## src/rtl/dech38_seq_if.sv

```systemverilog
// Handshake and decoder-drive bundle between the controller and dech38_seq.
interface dech38_seq_if #(
  parameter int DWELL_W = 4
);
  logic               start;
  logic               abort;
  logic [2:0]         first;
  logic [2:0]         last;
  logic [DWELL_W-1:0] dwell;
  logic               a;
  logic               b;
  logic               c;
  logic               en;
  logic               busy;
  logic               done;

  modport master (
    output start, abort, first, last, dwell,
    input  a, b, c, en, busy, done
  );

  modport slave (
    input  start, abort, first, last, dwell,
    output a, b, c, en, busy, done
  );
endinterface

```

## src/rtl/dech38_seq.sv

```systemverilog
// Strobe-phase sequencer feeding a 3-to-8 decoder: walks codes first..last (mod 8),
// holding each for dwell+1 cycles. Define DECH38_SEQ_GAP_EN to insert a disabled gap between codes.
module dech38_seq #(
  parameter int DWELL_W = 4
) (
  input  logic        sys_clk,
  input  logic        reset,
  dech38_seq_if.slave bus
);

  localparam logic [1:0] ST_IDLE = 2'd0;
  localparam logic [1:0] ST_RUN  = 2'd1;
  localparam logic [1:0] ST_FIN  = 2'd2;
`ifdef DECH38_SEQ_GAP_EN
  localparam logic [1:0] ST_GAP  = 2'd3;
`endif

  logic [1:0]         state_r, state_s;
  logic [2:0]         code_r, code_s;
  logic [2:0]         last_r, last_s;
  logic [DWELL_W-1:0] dwell_r, dwell_s;
  logic [DWELL_W-1:0] cnt_r, cnt_s;
  logic               en_r, en_s;
  logic               busy_r, busy_s;
  logic               done_r, done_s;

  // Next-state and next-output computation for the sequencer.
  always_comb begin
    state_s = state_r;
    code_s  = code_r;
    last_s  = last_r;
    dwell_s = dwell_r;
    cnt_s   = cnt_r;
    en_s    = en_r;
    busy_s  = busy_r;
    done_s  = 1'b0;
    case (state_r)
      ST_IDLE: begin
        if (bus.start && !bus.abort) begin
          state_s = ST_RUN;
          code_s  = bus.first;
          last_s  = bus.last;
          dwell_s = bus.dwell;
          cnt_s   = '0;
          en_s    = 1'b0;
          busy_s  = 1'b1;
        end else begin
          en_s    = 1'b1;
          busy_s  = 1'b0;
        end
      end
      ST_RUN: begin
        if (bus.abort) begin
          state_s = ST_IDLE;
          cnt_s   = '0;
          en_s    = 1'b1;
          busy_s  = 1'b0;
        end else if (cnt_r == dwell_r) begin
          cnt_s = '0;
          if (code_r == last_r) begin
            state_s = ST_FIN;
            en_s    = 1'b1;
            busy_s  = 1'b0;
            done_s  = 1'b1;
          end else begin
            code_s = code_r + 3'd1;
`ifdef DECH38_SEQ_GAP_EN
            // Code moves while the decoder is disabled, re-enabled one cycle later.
            state_s = ST_GAP;
            en_s    = 1'b1;
`endif
          end
        end else begin
          cnt_s = cnt_r + DWELL_W'(1);
        end
      end
      ST_FIN: begin
        state_s = ST_IDLE;
        en_s    = 1'b1;
        busy_s  = 1'b0;
      end
`ifdef DECH38_SEQ_GAP_EN
      ST_GAP: begin
        if (bus.abort) begin
          state_s = ST_IDLE;
          en_s    = 1'b1;
          busy_s  = 1'b0;
        end else begin
          state_s = ST_RUN;
          en_s    = 1'b0;
        end
      end
`endif
      default: begin
        state_s = ST_IDLE;
        cnt_s   = '0;
        en_s    = 1'b1;
        busy_s  = 1'b0;
      end
    endcase
  end

  // State and output registers with synchronous reset.
  always_ff @(posedge sys_clk) begin
    if (reset) begin
      state_r <= ST_IDLE;
      code_r  <= 3'd0;
      last_r  <= 3'd0;
      dwell_r <= '0;
      cnt_r   <= '0;
      en_r    <= 1'b1;
      busy_r  <= 1'b0;
      done_r  <= 1'b0;
    end else begin
      state_r <= state_s;
      code_r  <= code_s;
      last_r  <= last_s;
      dwell_r <= dwell_s;
      cnt_r   <= cnt_s;
      en_r    <= en_s;
      busy_r  <= busy_s;
      done_r  <= done_s;
    end
  end

  assign bus.a    = code_r[0];
  assign bus.b    = code_r[1];
  assign bus.c    = code_r[2];
  assign bus.en   = en_r;
  assign bus.busy = busy_r;
  assign bus.done = done_r;

endmodule

```

## src/flat_wrapper.sv

```systemverilog
// flat-port wrapper written by rule: the top's interface ports become plain ports
module dech38_seq_flat 
#(
  parameter int DWELL_W = 4
)
  (sys_clk, reset, bus_start, bus_abort, bus_first, bus_last, bus_dwell, bus_a, bus_b, bus_c, bus_en, bus_busy, bus_done);
  dech38_seq_if #(.DWELL_W(DWELL_W)) bus_i ();
  input  logic sys_clk;
  input  logic reset;
  input wire logic [$bits(bus_i.start)-1:0] bus_start;
  input wire logic [$bits(bus_i.abort)-1:0] bus_abort;
  input wire logic [$bits(bus_i.first)-1:0] bus_first;
  input wire logic [$bits(bus_i.last)-1:0] bus_last;
  input wire logic [$bits(bus_i.dwell)-1:0] bus_dwell;
  output wire logic [$bits(bus_i.a)-1:0] bus_a;
  output wire logic [$bits(bus_i.b)-1:0] bus_b;
  output wire logic [$bits(bus_i.c)-1:0] bus_c;
  output wire logic [$bits(bus_i.en)-1:0] bus_en;
  output wire logic [$bits(bus_i.busy)-1:0] bus_busy;
  output wire logic [$bits(bus_i.done)-1:0] bus_done;
  assign bus_i.start = bus_start;
  assign bus_i.abort = bus_abort;
  assign bus_i.first = bus_first;
  assign bus_i.last = bus_last;
  assign bus_i.dwell = bus_dwell;
  assign bus_a = bus_i.a;
  assign bus_b = bus_i.b;
  assign bus_c = bus_i.c;
  assign bus_en = bus_i.en;
  assign bus_busy = bus_i.busy;
  assign bus_done = bus_i.done;
  dech38_seq #(.DWELL_W(DWELL_W)) u_core (.sys_clk(sys_clk), .reset(reset), .bus(bus_i));
endmodule
```

## config.mk

```make
export PLATFORM = sky130hd
export DESIGN_NAME = dech38_seq_flat
export DESIGN_NICKNAME = d
export VERILOG_FILES = /design/src/rtl/dech38_seq_if.sv /design/src/rtl/dech38_seq.sv /design/src/flat_wrapper.sv
export SDC_FILE = /design/constraint.sdc
export NUM_CORES = 1
export LEC_CHECK = 0
export BUFFER_PORTS_ARGS = -buffer_cell sky130_fd_sc_hd__buf_4
export CAP_MARGIN = 25
export CORE_UTILIZATION = 30
export DETAILED_ROUTE_END_ITERATION = 10
export GPL_TIMING_DRIVEN = 0
export PLACE_DENSITY_LB_ADDON = 0.05
export REMOVE_ABC_BUFFERS = 1
export SYNTH_ARGS = -nofsm -noshare
export SYNTH_HDL_FRONTEND = slang
export SYNTH_SLANG_ARGS = --single-unit
```

## constraint.sdc

```tcl
create_clock -name sys_clk -period 2 [get_ports sys_clk]
set_input_delay 0.4 -clock sys_clk [delete_from_list [all_inputs] [get_ports sys_clk]]
set_output_delay 0.4 -clock sys_clk [all_outputs]
set_load 0.05 [all_outputs]
```

# --- Word-level counts from Yosys, hierarchy flattened ---
# Cells that the tools add are included.
classes:
  n_eq_ne: 10
  n_reduce_logical: 10
  mux: 25
  bitwise: 3
  n_addsub: 2
ops:
  columns: ["op", "count"]
  rows:
  - ["3-bit 2-to-1 mux", 4]
  - ["4-bit 2-to-1 mux", 3]
  - ["4-bit case mux with 3 select lines", 1]
  - ["1-bit 2-to-1 mux", 9]
  - ["2-bit 2-to-1 mux", 4]
  - ["3-bit by 2-bit != test with 1-bit output (second input constant)", 2]
  - ["3-bit case mux with 2 select lines", 1]
  - ["2-bit AND reduction", 3]
  - ["5-bit AND reduction", 1]
  - ["4-bit by 1-bit adder with 4-bit output (second input constant)", 1]
  - ["4-bit equality test", 1]
  - ["2-bit by 1-bit != test with 1-bit output (second input constant)", 2]
  - ["2-bit != test (second input constant)", 2]
  - ["1-bit case mux with 2 select lines", 2]
  - ["2-bit case mux with 2 select lines", 1]
  - ["4-bit OR reduction", 1]
  - ["3-bit by 1-bit adder with 3-bit output (second input constant)", 1]
  - ["3-bit equality test", 1]
  - ["1-bit NOT", 3]
  - ["3-bit AND reduction", 1]
  - ["2-bit by 1-bit equality test with 1-bit output (second input constant)", 1]
  - ["2-bit equality test (second input constant)", 1]
  - ["2-bit logical NOT", 1]
  - ["2-bit nonzero test", 1]
  - ["other kinds (2)", 2]
word_totals:
  wordCells: 58
  in_bits: 14
  ff_bits: 19
  out_inout_bits: 6

# --- Depth between registers and ports, before layout ---
# Gate-level depths: netlist (run 1).
depth:
  ltp_word: 5
  ltp_mapped: 6

# --- Least setup slack after synthesis (run 1) ---
# No wires, ideal clock.
synth_timing:
  path_type: "register -> register"
  start: "register u_core.code_r[0]"
  end: "register u_core.code_r[2]"
  setup_time_ps: 117
  arrival_time_ps: 1641
  path_stages_with_launch: 6
  path_slack_ps: 241
  path_buffers: 0
  period_less_slack_ps: 1759
  t_required_ps: 1883
  cell_sequence: "dfxtp_1 xnor2_1 and3_1 o31ai_4 o21ai_1 a32o_1"
synth_between:
  elab_chain_len: 5
  word_cells_on_any_way: 8
synth_rtl:
  columns: ["element", "line", "text"]
  rows:
  - ["start: declaration", "dech38_seq.sv:19", "logic [2:0] code_r, code_s;"]
  - ["start signal: assignment", "dech38_seq.sv:116", "code_r <= code_s;"]
  - ["3-bit by 1-bit adder with 3-bit output", "dech38_seq.sv:66", "code_s = code_r + 3'd1;"]
  - ["3-bit 2-to-1 mux", "dech38_seq.sv:60", "if (code_r == last_r) begin"]
  - ["3-bit 2-to-1 mux", "dech38_seq.sv:58", "end else if (cnt_r == dwell_r) begin"]
  - ["3-bit 2-to-1 mux", "dech38_seq.sv:53", "if (bus.abort) begin"]
  - ["3-bit case mux with 2 select lines", "dech38_seq.sv:37", "case (state_r)"]
# Parallel ways exist; a longest one is shown, timed or not. The select of a mux whose other input is x is not followed.
# A chain may end at the register's enable or synchronous reset.

# --- Worst setup path in the final report (run 1) ---
layout_timing:
  start: "register u_core.state_r[1]"
  end: "register u_core.code_r[2]"
layout_between:
  elab_chain_len: 3
  word_cells_on_any_way: 9
layout_rtl:
  columns: ["element", "line", "text"]
  rows:
  - ["start: declaration", "dech38_seq.sv:18", "logic [1:0] state_r, state_s;"]
  - ["start signal: assignment", "dech38_seq.sv:115", "state_r <= state_s;"]
  - ["2-bit by 1-bit equality test with 1-bit output or 2-bit logical NOT (tied branches)", "dech38_seq.sv:37", null]
  - ["2-bit by 1-bit != test with 1-bit output (no line), or another cell as far along", null, null]
  - ["5-bit AND reduction (no line)", null, null]
# Parallel ways exist; a longest one is shown, timed or not.

==> impl_results.md, run 1 <==
- Status: complete, no violations
- Pwr Total: 763 uW
- Area contributors post-synth: dfxtp_1, xnor2_1, nand2_1
- WL per Instance: 11.7 um
- DR iter-0 viols: 18
- IO Port Bufs: 19
- CP endpoint kind: flip-flop
- Register area share after synthesis: 0.440
- Post-synth EDFFs: 0
- Setup_tns: 0 ns
- Worst-Margin Slew: 0.575 ns
- R2R depth: 5
- Primary FF master, synth: dfxtp_1
- Required @ worst endpoint: 2.20 ns
- Via density: 4.82
- Clock latency at the later pin of the worst-skew pair: 0.30 ns
- CP max stage cell: o31ai_4
- Post-CTS Hold Buffers: 0
- Global-route wire length before repair: 2900 um
- Worst hold-check path type: in -> reg
- Clock root cell: clkbuf_4
- Max Transition Viols Final: 0
- Post-CTS Repair Setup Buffers: 0
- CTS tree: yes
- Max-cap viol count: 0
- GR Overflow Total: 0
- #FFs+latches synth: 19
- Rows: 19
- Syn_area_per_cell: 8.73 sq um
- DP Area: 1020 sq um
- Hold Path Origin: bus_dwell[2]
- Max-slew headroom: 0.616
- Drt pass-1 iters: 4
- Minimum hold slack: 0.332 ns
- FF-to-FF setup slack: 0.21 ns
- Die area: 3100 sq um
- WHS Endpoint: u_core.dwell_r[2]
- Synth Instances: 99
- H-tree depth: 1
- Critical path class: reg -> reg
- CP peak stage delay: 0.38 ns
- Synth Cell Area: 865 sq um
- Sink Count: 19
- Initial Utilization: 0.316
- CP cell instances: nand2b_1 > or2_4 > o31ai_4 > o21ai_1 > a32o_1
- Worst Path Arrival: 1.98 ns
- Reg-to-reg critical path startpoint: u_core.state_r[1]
- Period utilisation layout: 0.893
- Core Area: 2730 sq um
- Diode count: 0
- Dpl hpwl: 1240 um
- Fillcell total: 294
- Worst clock skew: 0.00744 ns
- Total wire length: 1720 um
- DRC Markers: 0
- Ys async rst share: 0
- Most common cell in the synthesized netlist: dfxtp_1
- Finished Cell Area: 1040 sq um
- RD Place Congestion: 0.676
- Vert. Die Dim: 55.7 um
- Final Core Density: 0.382
- Nets: 133
- CTS Buffer Depth: 2
- Reg-to-reg critical path endpoint: u_core.code_r[2]
- Layout cell share with drive strength beyond 1: 0.224
- Cells resized by post-CTS repair: 0
- Area grow syn2layout: 20.7%
- CTS Buf Count: 3
- Final Hold Viols: 0
- Worst VDD drop: 0.305 mV
- Worst hold stages: 3
- PD cells: 731 nW/um^2
- Share of the synthesized area in the top cell type: 0.440
- Max FO, Critical Path: 8
- Worst-path clk slew: 0.12 ns
- Vias in the first global route: 641
- Die width: 55.7 um
- Largest net degree at the start of global routing: 17
- Leak Pwr: 0.000413 uW
- Post-synth cell types: 28
- DR vias: 709
- Max Fclk: 560 MHz
- Synth area leader: dfxtp_1
- Period minus WS final: 1.79 ns
- Initial antenna violation count: 0
- Final setup fails: 0
- Synth Warn #: 0
- CP Launch Type: flip-flop
- Tot GR Track Use: 0.124
- Top cell types by occurrence after synthesis: dfxtp_1, nand2_1, a21oi_1
- Unrepaired setup endpoints after global routing: no
- Io pins: 20
- Post-route antenna net violation count: 0
## how the worst max path moves through the flow
stage                     slack, ns                to  cells past startpoint               from
final                          0.21  u_core.code_r[2]                      5  u_core.state_r[1]
after detailed placement       0.17  u_core.code_r[2]                      6          bus_abort
after CTS                      0.20  u_core.code_r[2]                      5  u_core.state_r[1]
after global placement         0.12  u_core.code_r[2]                      6          bus_abort
after global routing           0.04  u_core.code_r[2]                      5    u_core.cnt_r[0]
after floorplan                0.24  u_core.code_r[2]                      5   u_core.code_r[0]
## through the flow
| step | std cells | worst slack [ns] |
|---|---|---|
| 3_5_place_dp | 143 | 0.165 |
| 3_3_place_gp | 143 | 0.119 |
| 5_1_grt | 147 | 0.0430 |
| 4_1_cts | 147 | 0.203 |
| 2_1_floorplan | 93 | 0.241 |
| 6_report | 147 | 0.214 |
## cells in the final DEF, fill, tap and decap left out, drive strengths merged, types with 3 or more instances in the layout
cell type  count
buf           19
mux2i          3
dfxtp         19
a21oi         11
nand2         17
o21ai          3
nor2           8
clkbuf         3
xnor2          8
## routing by layer
metal | global-route usage | vias up | part of all wire
met2 | 0.176 | 16 | 0.43
met4 | 0.0750 | 0 | 0.0093
met3 | 0.0233 | 2 | 0.044
met1 | 0.173 | 319 | 0.51
met5 | 0 | - | 0
li1 | - | 372 | -
## final cells by class
type	count	area, sq um	share of cell area
multi-input combinational	73	450	0.432
sequential	19	380	0.365
timing repair buffer	19	143	0.137
tap	31	38.8	0.0372
clock buffer	3	22.5	0.0216
clock inverter	1	5.00	0.00480
inverter	1	3.75	0.00360
## worst max-delay path: cells and delay by family (launching register included)
kind,cells,cell delay (ns)
AOI/OAI and AO/OA,3,0.76
and+or+nand+nor,2,0.60
DFF,1,0.33
## registers in the layout, indices dropped and copies added (netlist names)
register	cells
u_core.bus.busy	1
u_core.dwell_r	4
u_core.bus.en	1
u_core.code_r	3
u_core.state_r	2
u_core.bus.done	1
u_core.last_r	3
u_core.cnt_r	4
## kinds of logic after synthesis
| kind of cell | synth area share |
|---|---|
| flip-flops | 0.440 |
| XOR/XNOR | 0.101 |
| adder cells (fa/ha/maj) | 0.0289 |
| buffers and inverters | 0.0391 |
| AO/OA/AOI/OAI | 0.143 |
| AND/OR/NAND/NOR | 0.213 |
| multiplexers | 0.0347 |
## report_power, final
part           switching (uW)  internal [uW]  leakage [uW]
clock                     124           74.4     0.0000177
combinational            89.5           62.7      0.000241
sequential               16.3            396      0.000155
(Power assumes the default switching activity.)
==> run 2, diff against run 1 <==
CORE_UTILIZATION = 48   (was 30)
RECOVER_POWER = 50   (was unset)
==> impl_results.md, run 2 (synthesis gave the netlist of run 1 again) <==
- Period utilisation layout: 0.892 (was 0.893)
- Leak Pwr: 0.000387 uW (was 0.000413 uW)
- Dpl hpwl: 1170 um (was 1240 um)
- Max Transition Viols Final: 0 (unchanged)
- Final Hold Viols: 0 (unchanged)
- Worst hold-check path type: in -> reg (unchanged)
- Family with the most delay on the worst path: compound AO/OA/AOI/OAI gates (unchanged)
- Diode count: 0 (unchanged)
- CTS Buf Count: 3 (unchanged)
- WP buf/inv: 0 (unchanged)
- Cells resized by post-CTS repair: 0 (unchanged)
- Most frequent cells in the layout: dfxtp_1, nand2_1, buf_4, a21oi_1 (was buf_4, dfxtp_1, nand2_1, a21oi_1)
- Drt pass-1 iters: 4 (unchanged)
- Unrepaired setup endpoints after global routing: no (unchanged)
- Leading cell type in the layout, fill and taps excluded: dfxtp_1
- Max Fclk: 561 MHz (was 560 MHz)
- CTS tree: yes (unchanged)
- PD cells: 742 nW/um^2 (was 731 nW/um^2)
- Final std cells w/o fill: 140 (was 147)
- IO Port Bufs: 19 (unchanged)
- Rows: 14 (was 19)
- Period minus WS final: 1.78 ns (was 1.79 ns)
- H-tree depth: 1 (unchanged)
- CP Launch Type: flip-flop (unchanged)
- Post-route antenna net violation count: 0 (unchanged)
- Worst clock skew: 0.00155 ns (was 0.00744 ns)
- GR Overflow Total: 0 (unchanged)
- CP max stage cell: dfxtp_1 (was o31ai_4)
- Vias in the first global route: 627 (was 641)
- CP endpoint kind: flip-flop (unchanged)
- Max-cap viol count: 0 (unchanged)
- Post-CTS Repair Setup Buffers: 0 (unchanged)
- Setup_tns: 0 ns (unchanged)
- WL per Instance: 11.4 um (was 11.7 um)
- CTS Buffer Depth: 2 (unchanged)
- Max-slew headroom: 0.605 (was 0.616)
- DR iter-0 viols: 9 (was 18)
- Layout cell share with drive strength beyond 1: 0.164 (was 0.224)
- Clock latency at the later pin of the worst-skew pair: 0.29 ns (was 0.30 ns)
- Final setup fails: 0 (unchanged)
- Initial Utilization: 0.542 (was 0.316)
- DR vias: 707 (was 709)
- Area grow syn2layout: 16.9% (was 20.7%)
- Status: complete, no violations (unchanged)
- Initial antenna violation count: 0 (unchanged)
- Post-CTS Hold Buffers: 0 (unchanged)
- Clock root cell: clkbuf_4 (unchanged)
- Nets: 133 (unchanged)
- Tot GR Track Use: 0.180 (was 0.124)
- Critical path class: reg -> reg (unchanged)
- Dpl cells: 136 (was 143)
- Largest regs: u_core.cnt_r x4, u_core.dwell_r x4 (unchanged)
- Worst Path Arrival: 1.97 ns (was 1.98 ns)
- Largest net degree at the start of global routing: 17 (unchanged)
- Required @ worst endpoint: 2.19 ns (was 2.20 ns)
- Sink Count: 19 (unchanged)
- Core Area: 1590 sq um (was 2730 sq um)
- Worst VDD drop: 0.336 mV (was 0.305 mV)
- Max FO, Critical Path: 6 (was 8)
- Worst-Margin Slew: 0.595 ns (was 0.575 ns)
- CP peak stage delay: 0.43 ns (was 0.38 ns)
- Die width: 44.4 um (was 55.7 um)
- Total wire length: 1590 um (was 1720 um)
- Fillcell total: 162 (was 294)
- DRC Markers: 0 (unchanged)
- Worst-path clk slew: 0.11 ns (was 0.12 ns)
- CP cell instances: xnor2_1 > nand4_1 > o31ai_4 > o21ai_1 > a32o_1 (was nand2b_1 > or2_4 > o31ai_4 > o21ai_1 > a32o_1)
- Via density: 5.05 (was 4.82)
- Vert. Die Dim: 44.4 um (was 55.7 um)
- Io pins: 20 (unchanged)
- RD Place Congestion: 0.731 (was 0.676)
- Die area: 1970 sq um (was 3100 sq um)
- Global-route wire length before repair: 2620 um (was 2900 um)
==> run 2: cell types whose count changed in the layout (fill, tap and decap cells not counted) <==
cell,change
clkbuf_1,+7
buf_4,-6
clkinv_2,-1
==> run 2: worst register-to-register path: cells and delay by family (launching register included) <==
family | cells | cell delay (ns)
compound gates | 3 | 0.80
simple gates | 1 | 0.31
flops | 1 | 0.43
xor+xnor | 1 | 0.15
==> run 2: final timing paths <==
kind	start	to	slack, ns	cells after the start
max	u_core.cnt_r[0]	u_core.code_r[2]	0.22	5
min	bus_dwell[0]	u_core.dwell_r[0]	0.35	3
max reg2reg	u_core.cnt_r[0]	u_core.code_r[2]	0.22	5
min reg2reg	u_core.last_r[1]	u_core.last_r[1]	0.47	2
==> run 2: metal layers <==
layer,share of wire,GRT usage,vias to the layer above
met5,0,0,-
met4,0.011,0.0727,0
met3,0.035,0.0367,2
met2,0.45,0.285,19
met1,0.51,0.239,316
li1,-,-,370
==> run 2: layout make-up <==
type,instances,area (sq um),area share
well taps,24,30.0,0.0297
flip-flops and latches,19,380,0.376
repair buffers,19,120,0.119
multi-input cells,73,450,0.446
inverters,1,3.75,0.00371
clock buffers,4,26.3,0.0260
==> run 2: where the power goes <==
part           total, uW  internal (uW)  switching, uW
registers            412            396           15.8
clock network        192           77.4            114
logic                147           57.3           90.0
==> run 2: through the flow <==
step	hold slack, ns	utilization	worst slack (ns)	area [sq um]	total power [uW]
5_1_grt	0.347	0.634	0.120	1010	783
4_1_cts	0.341	0.648	0.213	1030	762
6_report	0.348	0.634	0.216	1010	750
3_3_place_gp	0.459	0.632	0.224	1010	569
3_5_place_dp	0.463	0.632	0.163	1010	573
2_1_floorplan	0.443	-	0.241	835	521
